**src/rtl/sprite_motion_ctrl_if.sv**
```systemverilog
// Bundles the vsync/button inputs and sprite state outputs of sprite_motion_ctrl.
interface sprite_motion_ctrl_if;
  logic       vsync;
  logic       btn_left;
  logic       btn_right;
  logic       btn_jump;
  logic [9:0] img_x;
  logic [9:0] img_y;
  logic [2:0] frame_idx;
  logic       is_moving;
  logic       face_left;
  logic [1:0] state;
  logic       frame_tick;

  // Drives buttons and vsync, observes sprite state.
  modport master (
    output vsync, btn_left, btn_right, btn_jump,
    input  img_x, img_y, frame_idx, is_moving, face_left, state, frame_tick
  );

  // The motion controller itself.
  modport slave (
    input  vsync, btn_left, btn_right, btn_jump,
    output img_x, img_y, frame_idx, is_moving, face_left, state, frame_tick
  );
endinterface

```
**src/rtl/sprite_motion_ctrl.sv**
```systemverilog
// Per-frame sprite motion/animation controller: walking, jump/gravity FSM and
// frame-index sequencer, all advanced once per synchronized vsync rising edge.
// Optional feature macro: DOUBLE_JUMP_EN (one extra jump per airtime).
module sprite_motion_ctrl #(
  parameter int unsigned X_MAX       = 608,
  parameter int unsigned FLOOR_Y     = 416,
  parameter int unsigned WALK_STEP   = 2,
  parameter int unsigned JUMP_V0     = 12,
  parameter int unsigned GRAVITY     = 1,
  parameter int unsigned VY_MAX      = 15,
  parameter int unsigned ANIM_DIV    = 6,
  parameter int unsigned IDLE_FRAMES = 4,
  parameter int unsigned WALK_FRAMES = 6
) (
  input logic               clk,
  input logic               rst,
  sprite_motion_ctrl_if.slave bus
);
  localparam int unsigned DivW = (ANIM_DIV > 1) ? $clog2(ANIM_DIV) : 1;

  localparam logic [10:0] XMax   = 11'(X_MAX);
  localparam logic [10:0] FloorY = 11'(FLOOR_Y);
  localparam logic [10:0] Step   = 11'(WALK_STEP);
  localparam logic [4:0]  JumpV0 = 5'(JUMP_V0);
  localparam logic [4:0]  Grav   = 5'(GRAVITY);
  localparam logic [5:0]  VyMax  = 6'(VY_MAX);

  typedef enum logic [1:0] {StGround = 2'd0, StRise = 2'd1, StFall = 2'd2} st_e;

  logic            vs_meta_q, vs_sync_q, vs_prev_q, frame_tick_q;
  logic [9:0]      x_q, x_d, y_q, y_d;
  logic [4:0]      vy_q, vy_d;
  logic [2:0]      frame_q, frame_d;
  logic [DivW-1:0] div_q, div_d;
  logic            moving_q, moving_d, face_q, face_d, armed_q, armed_d;
  st_e             state_q, state_d;
  logic            air_ok;

`ifdef DOUBLE_JUMP_EN
  logic credit_q, credit_d;
  assign air_ok = credit_q;
`else
  assign air_ok = 1'b0;
`endif

  // vsync synchronizer and edge detect; flops reset high so a vsync already
  // high at reset release must drop and rise again before a tick.
  always_ff @(posedge clk or posedge rst) begin
    if (rst) begin
      vs_meta_q    <= 1'b1;
      vs_sync_q    <= 1'b1;
      vs_prev_q    <= 1'b1;
      frame_tick_q <= 1'b0;
    end else begin
      vs_meta_q    <= bus.vsync;
      vs_sync_q    <= vs_meta_q;
      vs_prev_q    <= vs_sync_q;
      frame_tick_q <= vs_sync_q & ~vs_prev_q;
    end
  end

  // Sprite state registers.
  always_ff @(posedge clk or posedge rst) begin
    if (rst) begin
      x_q      <= '0;
      y_q      <= FloorY[9:0];
      vy_q     <= '0;
      frame_q  <= '0;
      div_q    <= '0;
      moving_q <= 1'b0;
      face_q   <= 1'b0;
      armed_q  <= 1'b0;
      state_q  <= StGround;
`ifdef DOUBLE_JUMP_EN
      credit_q <= 1'b1;
`endif
    end else begin
      x_q      <= x_d;
      y_q      <= y_d;
      vy_q     <= vy_d;
      frame_q  <= frame_d;
      div_q    <= div_d;
      moving_q <= moving_d;
      face_q   <= face_d;
      armed_q  <= armed_d;
      state_q  <= state_d;
`ifdef DOUBLE_JUMP_EN
      credit_q <= credit_d;
`endif
    end
  end

  logic        walk, takeoff, air_jump;
  logic [10:0] x_ext, y_ext, x_inc;
  logic [5:0]  vy_sum;
  logic [4:0]  nvy;
  logic [2:0]  strip_last;

  // Next-state for movement, jump FSM and animation; only a tick advances it.
  always_comb begin
    x_d      = x_q;
    y_d      = y_q;
    vy_d     = vy_q;
    frame_d  = frame_q;
    div_d    = div_q;
    moving_d = moving_q;
    face_d   = face_q;
    armed_d  = armed_q;
    state_d  = state_q;
`ifdef DOUBLE_JUMP_EN
    credit_d = credit_q;
`endif
    walk       = bus.btn_left ^ bus.btn_right;
    takeoff    = 1'b0;
    air_jump   = bus.btn_jump & armed_q & air_ok;
    x_ext      = {1'b0, x_q};
    y_ext      = {1'b0, y_q};
    x_inc      = x_ext + Step;
    vy_sum     = {1'b0, vy_q} + {1'b0, Grav};
    nvy        = (vy_sum > VyMax) ? VyMax[4:0] : vy_sum[4:0];
    strip_last = moving_q ? 3'(WALK_FRAMES - 1) : 3'(IDLE_FRAMES - 1);

    if (frame_tick_q) begin
      moving_d = walk;
      if (walk) begin
        face_d = bus.btn_left;
        if (bus.btn_left) x_d = (x_ext < Step) ? 10'd0 : 10'(x_ext - Step);
        else              x_d = (x_inc > XMax) ? XMax[9:0] : x_inc[9:0];
      end

      // A change of strip restarts it; otherwise step every ANIM_DIV ticks.
      if (walk != moving_q) begin
        frame_d = '0;
        div_d   = '0;
      end else if (div_q == DivW'(ANIM_DIV - 1)) begin
        div_d   = '0;
        frame_d = (frame_q == strip_last) ? 3'd0 : frame_q + 3'd1;
      end else begin
        div_d = div_q + 1'b1;
      end

      unique case (state_q)
        StGround: begin
          if (bus.btn_jump && armed_q) begin
            takeoff = 1'b1;
            vy_d    = JumpV0;
            state_d = StRise;
          end
        end
        StRise: begin
          if (air_jump) begin
            takeoff = 1'b1;
            vy_d    = JumpV0;
          end else if ({6'd0, vy_q} > y_ext) begin
            y_d     = '0;
            vy_d    = '0;
            state_d = StFall;
          end else begin
            y_d = 10'(y_ext - {6'd0, vy_q});
            if (vy_q <= Grav) begin
              vy_d    = '0;
              state_d = StFall;
            end else begin
              vy_d = vy_q - Grav;
            end
          end
        end
        StFall: begin
          if (air_jump) begin
            takeoff = 1'b1;
            vy_d    = JumpV0;
            state_d = StRise;
          end else if (y_ext + {6'd0, nvy} >= FloorY) begin
            y_d     = FloorY[9:0];
            vy_d    = '0;
            state_d = StGround;
`ifdef DOUBLE_JUMP_EN
            credit_d = 1'b1;
`endif
          end else begin
            y_d  = 10'(y_ext + {6'd0, nvy});
            vy_d = nvy;
          end
        end
        default: state_d = StGround;
      endcase

`ifdef DOUBLE_JUMP_EN
      if (air_jump && state_q != StGround) credit_d = 1'b0;
`endif
      // Release re-arms; takeoff consumes the arm so a held button cannot repeat.
      if (!bus.btn_jump) armed_d = 1'b1;
      else if (takeoff)  armed_d = 1'b0;
    end
  end

  assign bus.img_x      = x_q;
  assign bus.img_y      = y_q;
  assign bus.frame_idx  = frame_q;
  assign bus.is_moving  = moving_q;
  assign bus.face_left  = face_q;
  assign bus.state      = state_q;
  assign bus.frame_tick = frame_tick_q;
endmodule

```
**src/flat_wrapper.sv**
```systemverilog
// flat-port wrapper written by rule: the top's interface ports become plain ports
module sprite_motion_ctrl_flat 
#(
  parameter int unsigned X_MAX       = 608,
  parameter int unsigned FLOOR_Y     = 416,
  parameter int unsigned WALK_STEP   = 2,
  parameter int unsigned JUMP_V0     = 12,
  parameter int unsigned GRAVITY     = 1,
  parameter int unsigned VY_MAX      = 15,
  parameter int unsigned ANIM_DIV    = 6,
  parameter int unsigned IDLE_FRAMES = 4,
  parameter int unsigned WALK_FRAMES = 6
)
  (clk, rst, bus_vsync, bus_btn_left, bus_btn_right, bus_btn_jump, bus_img_x, bus_img_y, bus_frame_idx, bus_is_moving, bus_face_left, bus_state, bus_frame_tick);
  sprite_motion_ctrl_if bus_i ();
  input logic clk;
  input logic rst;
  input wire logic [$bits(bus_i.vsync)-1:0] bus_vsync;
  input wire logic [$bits(bus_i.btn_left)-1:0] bus_btn_left;
  input wire logic [$bits(bus_i.btn_right)-1:0] bus_btn_right;
  input wire logic [$bits(bus_i.btn_jump)-1:0] bus_btn_jump;
  output wire logic [$bits(bus_i.img_x)-1:0] bus_img_x;
  output wire logic [$bits(bus_i.img_y)-1:0] bus_img_y;
  output wire logic [$bits(bus_i.frame_idx)-1:0] bus_frame_idx;
  output wire logic [$bits(bus_i.is_moving)-1:0] bus_is_moving;
  output wire logic [$bits(bus_i.face_left)-1:0] bus_face_left;
  output wire logic [$bits(bus_i.state)-1:0] bus_state;
  output wire logic [$bits(bus_i.frame_tick)-1:0] bus_frame_tick;
  assign bus_i.vsync = bus_vsync;
  assign bus_i.btn_left = bus_btn_left;
  assign bus_i.btn_right = bus_btn_right;
  assign bus_i.btn_jump = bus_btn_jump;
  assign bus_img_x = bus_i.img_x;
  assign bus_img_y = bus_i.img_y;
  assign bus_frame_idx = bus_i.frame_idx;
  assign bus_is_moving = bus_i.is_moving;
  assign bus_face_left = bus_i.face_left;
  assign bus_state = bus_i.state;
  assign bus_frame_tick = bus_i.frame_tick;
  sprite_motion_ctrl #(.X_MAX(X_MAX), .FLOOR_Y(FLOOR_Y), .WALK_STEP(WALK_STEP), .JUMP_V0(JUMP_V0), .GRAVITY(GRAVITY), .VY_MAX(VY_MAX), .ANIM_DIV(ANIM_DIV), .IDLE_FRAMES(IDLE_FRAMES), .WALK_FRAMES(WALK_FRAMES)) u_core (.clk(clk), .rst(rst), .bus(bus_i));
endmodule
```
**config.mk**
```make
export PLATFORM = sky130hd
export DESIGN_NAME = sprite_motion_ctrl_flat
export DESIGN_NICKNAME = d
export VERILOG_FILES = /design/src/rtl/sprite_motion_ctrl_if.sv /design/src/rtl/sprite_motion_ctrl.sv /design/src/flat_wrapper.sv
export SDC_FILE = /design/constraint.sdc
export NUM_CORES = 1
export LEC_CHECK = 0
export BUFFER_PORTS_ARGS = -buffer_cell sky130_fd_sc_hd__buf_2
export CORE_UTILIZATION = 65
export CTS_BUF_LIST = sky130_fd_sc_hd__clkbuf_4 sky130_fd_sc_hd__clkbuf_8 sky130_fd_sc_hd__clkbuf_16
export CTS_CLUSTER_DIAMETER = 150
export CTS_CLUSTER_SIZE = 28
export DETAILED_ROUTE_END_ITERATION = 16
export PLACE_DENSITY = 0.87
export SYNTH_ARGS = -nofsm -noshare
export SYNTH_HDL_FRONTEND = slang
export SYNTH_SLANG_ARGS = --single-unit
export TNS_END_PERCENT = 20
```
**constraint.sdc**
```tcl
create_clock -name clk -period 10.1 [get_ports clk]
set_input_delay 1.01 -clock clk [delete_from_list [all_inputs] [get_ports clk]]
set_output_delay 1.01 -clock clk [all_outputs]
set_load 0.01 [all_outputs]
```
==> After elaboration in Yosys (flattened, before gate mapping) <==
Cells that the tools add are included.
{ "word_totals": {"reg_bits": 40, "in_bits": 6, "out_inout_bits": 28, "wordCells": 78} }
{ "op_classes": {"add_sub_neg": 8, "magnitude_cmp": 6, "eq_ne": 9, "muxes": 28, "bitwise": 3, "n_reduce_logical": 11} }
{ "ops": {"columns": ["cell", "count"], "rows": [
  ["2-to-1 mux 10 bit", 5],
  ["2-to-1 mux 5 bit", 5],
  ["case mux 10 bit (2 select lines)", 1],
  ["2-to-1 mux 3 bit", 6],
  ["case mux 5 bit (3 select lines)", 1],
  ["adder 10 x 2 -> 11 bit, second input constant", 1],
  ["adder 10 x 5 -> 11 bit", 1],
  ["greater-or-equal comparator 11 x 9 -> 1 bit, second input constant", 1],
  ["greater-than comparator 11 x 10 -> 1 bit, second input constant", 1],
  ["greater-than comparator 5 x 10 -> 1 bit", 1],
  ["less-than comparator 10 x 2 -> 1 bit, second input constant", 1],
  ["subtractor 10 x 2 -> 10 bit, second input constant", 1],
  ["subtractor 10 x 5 -> 10 bit", 1],
  ["2-to-1 mux 2 bit", 4],
  ["AND reduction 2 bit", 4],
  ["adder 3 x 1 -> 3 bit, second input constant", 2],
  ["adder 5 x 1 -> 6 bit, second input constant", 1],
  ["greater-than comparator 6 x 4 -> 1 bit, second input constant", 1],
  ["!= test 2 x 1 -> 1 bit, second input constant", 3],
  ["case mux 2 bit (3 select lines)", 1],
  ["less-or-equal comparator 5 x 1 -> 1 bit, second input constant", 1],
  ["2-to-1 mux 1 bit", 5],
  ["subtractor 5 x 1 -> 5 bit, second input constant", 1],
  ["AND reduction 4 bit", 1],
  ["14 further kinds", 15]
]} }

==> Logic depth before layout (Yosys ltp) <==
Gate-level depths: netlist of run 1.
{ "logic_depth": {"depth_word": 7, "depth_mapped": 14, "depth_no_buf": 14} }

==> Worst setup path after synthesis of run 1 <==
OpenSTA, ideal clock, no wires.
{ "synth_path": {"kind": "reg2reg", "from": "register u_core.vy_q[0]", "to": "register u_core.state_q[0] (netlist: u_core.bus.state[0])", "setup_time_ns": 0.125, "arrival_ns": 3.154, "t_required_ns": 9.975, "slack_ns": 6.821, "stages_incl_launch_ff": 15, "n_path_buf": 0, "period_less_slack_ns": 3.279, "cell_sequence": "dfrtp_1 > ha_1 > nand3_1 > mux2i_1 > and2_1 > inv_1 > ha_1 > inv_1 > fa_1 > nand3b_1 > a21oi_1 > a22oi_1 > a221oi_4 > a211oi_2 > mux2_4"} }
{ "synth_via": {"elab_chain_cells": 7, "elab_cells_between_ends": 12, "cone_classes": "2 x add/sub; 4 x order compare; 2 x eq/ne; 3 x mux; 1 x reduce/logical"} }
{ "synth_lines": {"columns": ["element", "line_no", "source"], "rows": [
  ["start, declared", "sprite_motion_ctrl.sv:32", "logic [4:0] vy_q, vy_d;"],
  ["start signal, assigned", "sprite_motion_ctrl.sv:80", "vy_q <= vy_d;"],
  ["adder 5 x 1 -> 6 bit", "sprite_motion_ctrl.sv:119", "vy_sum = {1'b0, vy_q} + {1'b0, Grav};"],
  ["greater-than comparator 6 x 4 -> 1 bit", "sprite_motion_ctrl.sv:120", "nvy = (vy_sum > VyMax) ? VyMax[4:0] : vy_sum[4:0];"],
  ["2-to-1 mux 5 bit", "sprite_motion_ctrl.sv:120", null],
  ["adder 10 x 5 -> 11 bit", "sprite_motion_ctrl.sv:173", "end else if (y_ext + {6'd0, nvy} >= FloorY) begin"],
  ["greater-or-equal comparator 11 x 9 -> 1 bit", "sprite_motion_ctrl.sv:173", null],
  ["!= test 2 x 1 -> 1 bit (no source line)", null, null],
  ["AND reduction 4 bit (no source line)", null, null],
  ["end signal, assigned", "sprite_motion_ctrl.sv:73", "state_q <= StGround;"],
  ["end signal, assigned", "sprite_motion_ctrl.sv:86", "state_q <= state_d;"],
  ["end, declared", "sprite_motion_ctrl.sv:36", "st_e state_q, state_d;"]
]} }
Several ways; a longest one is shown, not always the timed one.
A chain may end at the register's enable or synchronous reset.

==> Final worst setup path of run 1 <==
Ends and elaborated chain as after synthesis.

==> flow_metrics.tcl, run 1 <==
set metrics [dict create \
    outcome "complete, no violations" \
    r2r-end "u_core.bus.state[0]" \
    nets 444 \
    fillers 393 \
    antenna_left 0 \
    final_hold_viol_count 0 \
    postCtsSetupBuffers 0 \
    h-tree-depth 2 \
    grt_pass1_vias 2787 \
    die_y_microns 73.3 \
    dr.pass1.iters 5 \
    fmax_mhz 267 \
    worstSkewPairLatency_ns 0.30 \
    min_period_over_period_pct 37.1 \
    cap_viol_max_count 0 \
    utilization_pct 73.8 \
    hold_path_end "u_core.vs_sync_q" \
    start_util_pct 68.6 \
    cp_slowest_cell "dfrtp_1" \
    ir_drop_v 0.000133 \
    dp_hpwl_microns 5630 \
    p_leak_nw 1.49 \
    drc 0 \
    antenna_found_initial 0 \
    grt_pass1_wl_microns 13000 \
    coreArea_sq_um 4820 \
    crit_path_start_kind "flip-flop" \
    yosysWarnings 0 \
    dieArea_sq_um 5380 \
    numPortBuffers 32 \
    placed_cell_area_sq_um 3460 \
    synth_seq_cells 39 \
    syn_area_sq_um 3310 \
    endpoint_kind "flip-flop" \
    clk_pin_slew_ns 0.09 \
    syn_avg_cell_area_sq_um 8.39 \
    clock_sinks 39 \
    vias 3122 \
    synth-main-ff-cell "dfrtp_1" \
    drt_first_iter_violations 354 \
    area_growth_pct 7.61 \
    clockRootBuffer "clkbuf_8" \
    required_ns 10.30 \
    hold_buffers 0 \
    period_needed_ns 3.75 \
    worst-path-max-fanout 9 \
    diodes 0 \
    syn_inst 394 \
    die_x_microns 73.3 \
    placementRows 25 \
    crit_chain "ha_1 > nand3_1 > mux2i_1 > and2_1 > inv_1 > ha_1 > inv_1 > fa_1 > nand3b_1 > a21oi_1 > a22oi_1 > a221oi_4 > a211oi_2 > mux2_4" \
    worst_clock_skew_ns 0.00769 \
    route.detailed.wl_per_inst_microns 16.0 \
    gp_congestion 0.979 \
    gr-total-overflow 0 \
    ys_async_sr_fraction_pct 100 \
    crit_type "reg -> reg" \
    finalPower_mw 1.07 \
    clock_path_buffers 2 \
    cts_resized 0 \
    ys_seq_area_share_pct 29.8 \
    reg2reg_slack_ns 6.35 \
    ys_types 68 \
    cpPeakStageDelay_ns 0.53 \
    r2r_cells 14 \
    cts_tree "built" \
    relSlewSlack_pct 43.0 \
    worst_slew_pin_slew_ns 0.850 \
    drive_gt1_share_pct 15.7 \
    arrival_ns 3.94 \
    drv_slew 0 \
    num_io_pins 34 \
    min-delay-start "u_core.vs_meta_q" \
    via_per_inst 6.48 \
    fin_area_sq_um 3560 \
    cts-buffers-inserted 5 \
    synth_edf_count 0 \
    powerDensity_nw_per_um2 301 \
    tns_ns 0 \
    min_path_type "reg -> reg" \
    routed_wl_microns 7730 \
    rsz0062_at_grt "false" \
    grt_usage_pct 31.2 \
    min_path_cells 0 \
    grt_max_degree 40 \
    r2r_start "u_core.vy_q[0]" \
    finalSetupViolCount 0 \
]
layout make-up:
| type | count | area [sq um] | area share, % |
|---|---|---|---|
| Multi-Input combinational cell | 307 | 2120 | 59.7 |
| Sequential cell | 39 | 983 | 27.6 |
| Timing Repair Buffer | 33 | 168 | 4.71 |
| Inverter | 28 | 105 | 2.95 |
| Tap cell | 67 | 83.8 | 2.36 |
| Clock buffer | 5 | 68.8 | 1.93 |
| Clock inverter | 3 | 23.8 | 0.668 |
synthesized netlist by cell type (8+ instances only):
cell      instances  area (sq um)
dfrtp_1          33           826
nand2_1          33           124
nor2_1           29           109
inv_1            28           105
a21oi_1          23           115
o21ai_0          23           115
ha_1             22           275
clkbuf_1         14          52.6
nand3_1          12          60.1
nor3_1           12          60.1
a22oi_1          10          75.1
xnor2_1           9          78.8
a31oi_1           8          50.1
a32oi_1           8          70.1
logic make-up after synthesis:
kind of cell / synth area share [%]
other: 0.113
AO/OA/AOI/OAI: 27.1
adder cells (fa/ha/maj): 9.54
XOR/XNOR: 3.44
flip-flops: 29.8
multiplexers: 2.35
AND/OR/NAND/NOR: 21.7
buffers and inverters: 6.09
sequential cells by signal (all words and copies together) (netlist names):
name	flops
u_core.vs_sync_q	1
u_core.vy_q	5
u_core.div_q	3
u_core.vs_meta_q	1
u_core.armed_q	1
u_core.bus.is_moving	1
u_core.bus.img_x	9
u_core.bus.state	2
u_core.bus.face_left	1
u_core.bus.frame_idx	3
u_core.bus.frame_tick	1
u_core.vs_prev_q	1
u_core.bus.img_y	10
cells in the final DEF, fill, tap and decap left out, types with 5 or more instances in the layout:
| master | Yosys | routed |
|---|---|---|
| dfrtp_1 | 33 | 33 |
| and2_1 | 6 | 6 |
| o31ai_1 | 7 | 7 |
| nor2_1 | 29 | 29 |
| o21ai_1 | 7 | 7 |
| a32oi_1 | 8 | 8 |
| a21o_1 | 5 | 5 |
| nor3_1 | 12 | 12 |
| or4_1 | 6 | 6 |
| xnor2_1 | 9 | 9 |
| a21oi_1 | 23 | 23 |
| nand3_1 | 12 | 12 |
| clkbuf_8 | 0 | 5 |
| a22oi_1 | 10 | 10 |
| ha_1 | 22 | 22 |
| inv_1 | 28 | 28 |
| nor2b_1 | 7 | 7 |
| a31oi_1 | 8 | 8 |
| or3_1 | 7 | 7 |
| nand2_1 | 33 | 33 |
| buf_2 | 5 | 32 |
| o21ai_0 | 23 | 23 |
| dfstp_2 | 6 | 6 |
layer usage:
metal	up-vias	track usage [%]	share of wire, %
met3	20	4.80	5.6
met4	0	11.5	2.5
met1	1478	40.9	43
met2	133	52.5	49
met5	-	0	0
li1	1491	-	-
critical path, delay by kind of cell (launching register included):
| family | cells | cell delay, ns |
|---|---|---|
| buf+inv | 2 | 0.11 |
| fa+ha+maj | 3 | 0.80 |
| simple gates | 3 | 0.56 |
| flops | 1 | 0.53 |
| compound gates | 4 | 1.15 |
| mux | 2 | 0.48 |
report_power, final:
| part | switching, mW | total, mW | internal [mW] |
|---|---|---|---|
| logic | 0.394 | 0.660 | 0.266 |
| clock network | 0.0627 | 0.112 | 0.0494 |
| registers | 0.0872 | 0.297 | 0.209 |
metrics by stage:
step | hold WS (ns) | std cells | setup slack, ns
2_1_floorplan | 0.345 | 395 | 6.82
3_3_place_gp | 0.347 | 474 | 6.54
3_5_place_dp | 0.349 | 474 | 6.41
4_1_cts | 0.362 | 482 | 6.38
5_1_grt | 0.366 | 482 | 6.10
6_report | 0.360 | 482 | 6.35
worst max-delay path by stage:
stage	startpoint	endpoint	slack [ns]	cells past startpoint
2_1_floorplan	u_core.vy_q[0]	u_core.bus.state[0]	6.82	14
3_3_place_gp	u_core.vy_q[0]	u_core.bus.state[0]	6.54	14
3_5_place_dp	u_core.vy_q[0]	u_core.bus.state[0]	6.41	14
4_1_cts	u_core.vy_q[0]	u_core.bus.state[0]	6.38	14
5_1_grt	u_core.vy_q[0]	u_core.bus.state[0]	6.10	14
6_report	u_core.vy_q[0]	u_core.bus.state[0]	6.35	14
(Power assumes the default switching activity.)
==> run 2: changes to the inputs <==
--- a/config.mk
+++ b/config.mk
@@ -5,13 +5,14 @@
 export SDC_FILE = /design/constraint.sdc
 export NUM_CORES = 1
 export LEC_CHECK = 0
+export ABC_AREA = 1
 export BUFFER_PORTS_ARGS = -buffer_cell sky130_fd_sc_hd__buf_2
-export CORE_UTILIZATION = 65
+export CORE_UTILIZATION = 54
 export CTS_BUF_LIST = sky130_fd_sc_hd__clkbuf_4 sky130_fd_sc_hd__clkbuf_8 sky130_fd_sc_hd__clkbuf_16
 export CTS_CLUSTER_DIAMETER = 150
 export CTS_CLUSTER_SIZE = 28
 export DETAILED_ROUTE_END_ITERATION = 16
-export PLACE_DENSITY = 0.87
+export PLACE_DENSITY = 0.77
 export SYNTH_ARGS = -nofsm -noshare
 export SYNTH_HDL_FRONTEND = slang
 export SYNTH_SLANG_ARGS = --single-unit
==> constraint.sdc (replaced) <==
create_clock -name clk -period 3.1 [get_ports clk]
set_input_delay 0.31 -clock clk [delete_from_list [all_inputs] [get_ports clk]]
set_output_delay 0.31 -clock clk [all_outputs]
set_load 0.01 [all_outputs]
==> run 2 against run 1 <==
Synthesized cell count up 20%; core utilization decreased by 13 points; cell area rose by 1.2%; area after synthesis decreased by 0.38%; count of clock-buffer cells in the layout did not move; global-route usage is 7.0 points lower; final cell count is 21% higher; register-to-register slack lost 6.1 ns; sequential power grew to 3.3 times the previous value; clock skew is 0.0078 ns higher; non-clock buffer count is 3 higher; critical path depth grew 7; highest routed layer unchanged.
==> flow_metrics.tcl, run 2 <==
set metrics [dict create \
    h-tree-depth 2 \
    timing.hold.ws_ns 0.107 \
    vias 3135 \
    cap_viol_max_count 0 \
    syn_avg_cell_area_sq_um 6.95 \
    grt_pass1_wl_microns 12300 \
    powerDensity_nw_per_um2 984 \
    yosysWarnings 0 \
    p_leak_nw 1.93 \
    finalSetupViolCount 0 \
    gr-total-overflow 0 \
    synth-main-ff-cell "dfrtp_1" \
    worst-path-max-fanout 5 \
    route.met3.wl_microns 294 \
    netlist_top_cells_count "nand2_1 (118), inv_1 (70), nand3_1 (40)" \
    drt-met1-wl_microns 3730 \
    fmax_mhz 356 \
    timing.final.ws_setup_ns 0.295 \
    nets 537 \
    crit_path_start_kind "flip-flop" \
    arrival_ns 2.99 \
    grt_usage_pct 24.2 \
    min-delay-start "bus_vsync" \
    synth_edf_count 0 \
    final_hold_viol_count 0 \
    crit_buf_inv 2 \
    crit_chain "ha_1 > nand2_1 > nor2_2 > inv_1 > nand2_1 > nand2_2 > inv_1 > or2_1 > ha_1 > nand3_1 > nand3_1 > nand2_1 > nand2_1 > nand2_1 > nand2_1 > nor2_2 > nand2_2 > nand2_1 > nand2_1 > nand2_1 > o21ai_1" \
    numPortBuffers 32 \
    reg2reg_slack_ns 0.29 \
    pre_cts_slack_ns 0.162 \
    grt_pass1_vias 2745 \
    period_needed_ns 2.81 \
    largest_register_ffs 10 \
    crit_path_start "u_core.vy_q[1]" \
    crit_type "reg -> reg" \
    drive_gt1_share_pct 15.7 \
    clk_pin_slew_ns 0.09 \
    drc 0 \
    ys_seq_area_share_pct 29.9 \
    relSlewSlack_pct 65.5 \
    ys_top_cells_by_area "dfrtp_1 (25%), nand2_1 (13%), ha_1 (8.4%)" \
    cp_slowest_cell "dfrtp_2" \
    utilization_pct 61.1 \
    drv_slew 0 \
    diodes 0 \
    dieArea_sq_um 6410 \
    cpPeakStageDelay_ns 0.43 \
    syn_area_sq_um 3290 \
    clock_path_buffers 2 \
    start_util_pct 56.0 \
    route.top_layer_used "met4" \
    endpoint_kind "flip-flop" \
    cp.depth 21 \
    syn_inst 474 \
    ys_types 42 \
    worst_clock_skew_ns 0.0155 \
    clockRootBuffer "clkbuf_8" \
    r2r-end "u_core.bus.state[0]" \
    antenna_left 0 \
    worst_slew_pin_slew_ns 0.517 \
    cp_top_family "simple AND/OR/NAND/NOR gates" \
    outcome "complete, no violations" \
    area_growth_pct 9.27 \
    yosysTopAreaCellShare_pct 25.1 \
    cts_tree "built" \
    layout_commonest_cell "nand2_1" \
    placementRows 28 \
    rsz0062_at_grt "false" \
    hold_buffers 0 \
    gp_congestion 0.991 \
    drt_first_iter_violations 190 \
    clock_sinks 39 \
    worstSkewPairLatency_ns 0.29 \
    dp_hpwl_microns 5610 \
    num_io_pins 34 \
    mostFrequentLayoutCells "nand2_1 (119), inv_1 (70), nand3_1 (40), nor2_1 (35)" \
    r2r_start "u_core.vy_q[1]" \
    cts-buffers-inserted 5 \
    min_path_type "in -> reg" \
    antenna_found_initial 0 \
    grt_max_degree 40 \
    routed_wl_microns 7480 \
    yosysTopAreaCell "dfrtp_1" \
    endpoint "u_core.bus.state[0]" \
    ys_async_sr_fraction_pct 100 \
    synth_seq_cells 39 \
    route.detailed.wl_per_inst_microns 12.8 \
    via_per_inst 5.38 \
    tns_ns 0 \
    required_ns 3.28 \
    ir_drop_v 0.000576 \
    min_period_over_period_pct 90.5 \
    die_x_microns 80.1 \
    wl_met2_microns 3420 \
    die_y_microns 80.1 \
    cp_common_cell "nand2_1" \
    dr.pass1.iters 5 \
    yosysMostFrequentCell "nand2_1" \
    r2r_cells 21 \
    coreArea_sq_um 5890 \
]
## run 2: cell types whose count changed after synthesis, moves of 7 or more
| cell | change |
|---|---|
| a22oi_1 | -10 |
| nand2_1 | +85 |
| nand3_1 | +28 |
| or3_1 | -7 |
| nand2_2 | +8 |
| a31oi_1 | -7 |
| o31ai_1 | -7 |
| nor2b_1 | -7 |
| inv_1 | +42 |
| xor2_1 | +11 |
| a32oi_1 | -8 |
| nor2_1 | +8 |
| clkbuf_1 | -13 |
## run 2: per-layer routing
| layer | vias up | track usage [%] |
|---|---|---|
| met3 | 4 | 3.64 |
| met5 | - | 0 |
| li1 | 1576 | - |
| met1 | 1489 | 34.5 |
| met2 | 66 | 38.8 |
| met4 | 0 | 5.36 |
## run 2: report_power, final
group / internal (mW) / switching [mW] / leakage [nW] / total (mW)
Clock: 0.157 / 0.194 / 0.0402 / 0.351
Combinational: 0.849 / 1.35 / 1.43 / 2.20
Sequential: 0.710 / 0.280 / 0.453 / 0.990
Total: 1.72 / 1.82 / 1.93 / 3.54
## run 2: worst min path at each step
stage / endpoint / slack (ns) / cells after the start
after detailed placement: u_core.vs_sync_q / 0.35 / 0
after floorplan: u_core.vs_meta_q / 0.31 / 0
after CTS: u_core.vs_meta_q / 0.10 / 1
after global routing: u_core.vs_meta_q / 0.10 / 1
after global placement: u_core.vs_sync_q / 0.35 / 0
final: u_core.vs_meta_q / 0.11 / 1
## run 2: what timing repair did
action	in CTS	in global routing
endpoints found under the setup margin	0	14
buffers inserted	0	2
gates resized for setup	0	5
## run 2: layout make-up
class | instances | area, sq um
clock inverter | 3 | 20.0
multi-input combinational | 350 | 1960
fill | 545 | 2290
tap | 75 | 93.8
clock buffer | 5 | 68.8
sequential | 39 | 985
inverter | 75 | 282
timing repair buffer | 36 | 190
## run 2: metrics by stage
stage	instance area (sq um)	std cells	power (mW)
floorplan	3300	475	2.62
global placement	3480	572	3.07
detailed placement	3480	572	3.11
CTS	3570	580	3.48
global route	3600	583	3.90
finish	3600	583	3.54
## run 2: kinds of logic after synthesis
group,Yosys count,share of synthesized area (%)
buffers and inverters,87,11.2
other,1,0.114
adder cells (fa/ha/maj),24,9.57
AO/OA/AOI/OAI,70,11.9
flip-flops,39,29.9
AND/OR/NAND/NOR,233,31.3
XOR/XNOR,20,6.12
==> run 3: changes to the inputs <==
--- a/config.mk
+++ b/config.mk
@@ -5,7 +5,7 @@
 export SDC_FILE = /design/constraint.sdc
 export NUM_CORES = 1
 export LEC_CHECK = 0
-export ABC_AREA = 1
+export ABC_AREA = 0
 export BUFFER_PORTS_ARGS = -buffer_cell sky130_fd_sc_hd__buf_2
 export CORE_UTILIZATION = 54
 export CTS_BUF_LIST = sky130_fd_sc_hd__clkbuf_4 sky130_fd_sc_hd__clkbuf_8 sky130_fd_sc_hd__clkbuf_16
==> run 3 against run 2 <==
The run now ends with setup timing left; final cell count is 9.4% lower; first-iteration DRC count is 20% lower; core utilization is 6.7 points higher; count of clock-buffer cells in the layout is 3 higher; via count is 3.6% higher; sequential power is 2.9% lower; non-clock buffer count is 34 higher; critical path depth is 6 lower; worst hold slack better by 0.0043 ns; combinational power is 30% higher; cell area is 12% higher; largest cell class unchanged.
==> flow_metrics.tcl, run 3 (synthesized netlist as in run 1, its figures left out) <==
set metrics [dict create \
    crit_type "reg -> reg" \
    reg2reg_slack_ns -0.01 \
    cts-buffers-inserted 5 \
    dr.pass1.iters 5 \
    drt_first_iter_violations 152 \
    worst-path-max-fanout 8 \
    cpPeakStageDelay_ns 0.40 \
    placementRows 28 \
    endpoint_kind "flip-flop" \
    timing.final.ws_setup_ns -0.0144 \
    nets 482 \
    r2r_start "u_core.vy_q[0]" \
    cap_viol_max_count 0 \
    drt-met1-wl_microns 3790 \
    worstSkewPairLatency_ns 0.29 \
    route.detailed.wl_per_inst_microns 16.1 \
    die_x_microns 80.2 \
    crit_chain "buf_6 > nand2_2 > nand2_1 > mux2i_2 > and2_4 > inv_2 > ha_4 > inv_2 > fa_2 > nand3b_1 > a21oi_2 > a22oi_2 > a221oi_4 > a211oi_2 > mux2_4" \
    crit_path_start_kind "flip-flop" \
    r2r-end "u_core.bus.state[0]" \
    min_path_type "in -> reg" \
    fin_area_sq_um 4020 \
    route.top_layer_used "met4" \
    vias 3248 \
    numPortBuffers 32 \
    cts_tree "built" \
    diodes 0 \
    grt_max_degree 19 \
    r2r_cells 15 \
    h-tree-depth 2 \
    p_leak_nw 1.70 \
    num_io_pins 34 \
    min_path_cells 1 \
    arrival_ns 3.29 \
    relSlewSlack_pct 52.2 \
    powerDensity_nw_per_um2 1050 \
    worst_clock_skew_ns 0.00699 \
    drc 0 \
    via_per_inst 6.15 \
    min-delay-start "bus_vsync" \
    violations "setup timing" \
    layout_commonest_cell "buf_4" \
    clock_sinks 39 \
    die_y_microns 80.2 \
    area_growth_pct 21.5 \
    cp_slowest_cell "dfrtp_2" \
    mostFrequentLayoutCells "buf_4 (37), buf_2 (32), nand2_1 (31), dfrtp_1 (31), nor2_1 (28)" \
    tns_ns -0.0144 \
    crit_buf_inv 3 \
    pre_cts_slack_ns -0.0726 \
    hold_buffers 0 \
    utilization_pct 67.9 \
    cp_top_family "compound AO/OA/AOI/OAI gates" \
    wl_met2_microns 4070 \
    ir_drop_v 0.000709 \
    routed_wl_microns 8480 \
    fmax_mhz 321 \
    worst_slew_pin_slew_ns 0.717 \
    grt_usage_pct 26.7 \
    clockRootBuffer "clkbuf_8" \
    finalSetupViolCount 1 \
    required_ns 3.27 \
    min_period_over_period_pct 100 \
    dieArea_sq_um 6440 \
    clock_path_buffers 2 \
    gp_congestion 0.914 \
    rsz0062_at_grt "true" \
    antenna_left 0 \
    cp_common_cell "inv_2" \
    hold_path_end "u_core.vs_meta_q" \
    coreArea_sq_um 5920 \
    route.met3.wl_microns 430 \
    grt_pass1_vias 2955 \
    period_needed_ns 3.11 \
    clk_pin_slew_ns 0.08 \
    dp_hpwl_microns 6200 \
    final_hold_viol_count 0 \
    gr-total-overflow 0 \
    drv_slew 0 \
    antenna_found_initial 0 \
    placed_cell_area_sq_um 3730 \
    drive_gt1_share_pct 29.1 \
    largest_register_ffs 10 \
    outcome "finished with violations" \
    start_util_pct 55.8 \
    grt_pass1_wl_microns 13500 \
]
run 3: cell types whose count changed in the layout (fill, tap and decap cells not counted), sizes merged, moves of 13 or more:
cell,change
buf,+34
nand2,-92
nand3,-29
xor2,-13
inv,-47
nor2,-14
run 3: area by class of cell:
class                   count  area [sq um]
well taps                  75          93.8
inverters                  28           105
flip-flops and latches     39           986
multi-input cells         308          2280
repair buffers             70           449
fillers                   465          1900
clock buffers               8           104
run 3: per-layer routing:
metal  vias up  GRT usage, %
met4         0          7.86
met5         -             0
li1       1563             -
met1      1534          34.9
met2       129          45.7
met3        22          3.75
run 3: how the worst max path moves through the flow:
stage | from | depth (start not counted) | slack, ns | to
2_1_floorplan | u_core.vy_q[1] | 14 | 0.02 | u_core.bus.state[0]
3_3_place_gp | u_core.vy_q[1] | 14 | 0.04 | u_core.bus.state[0]
3_5_place_dp | u_core.vy_q[1] | 14 | -0.07 | u_core.bus.state[0]
4_1_cts | u_core.vy_q[1] | 14 | 0.0009 | u_core.bus.state[0]
5_1_grt | u_core.vy_q[0] | 15 | -0.15 | u_core.bus.state[0]
6_report | u_core.vy_q[0] | 15 | -0.01 | u_core.bus.state[0]
run 3: repair_timing:
action,CTS,global route
setup endpoints to repair,7,14
setup buffers,2,4
pin swaps,5,18
gates cloned,0,1
gates resized for setup,4,24
run 3: report_power, final:
group / internal (mW) / switching [mW]
Clock: 0.212 / 0.182
Combinational: 1.32 / 1.53
Sequential: 0.685 / 0.276
Total: 2.22 / 1.99
run 3: through the flow:
stage | total power, mW | instances | hold slack [ns]
finish | 4.21 | 528 | 0.111
global route | 4.54 | 528 | 0.105
CTS | 3.91 | 523 | 0.106
detailed placement | 3.47 | 513 | 0.350
global placement | 3.40 | 513 | 0.348
floorplan | 2.57 | 395 | 0.314
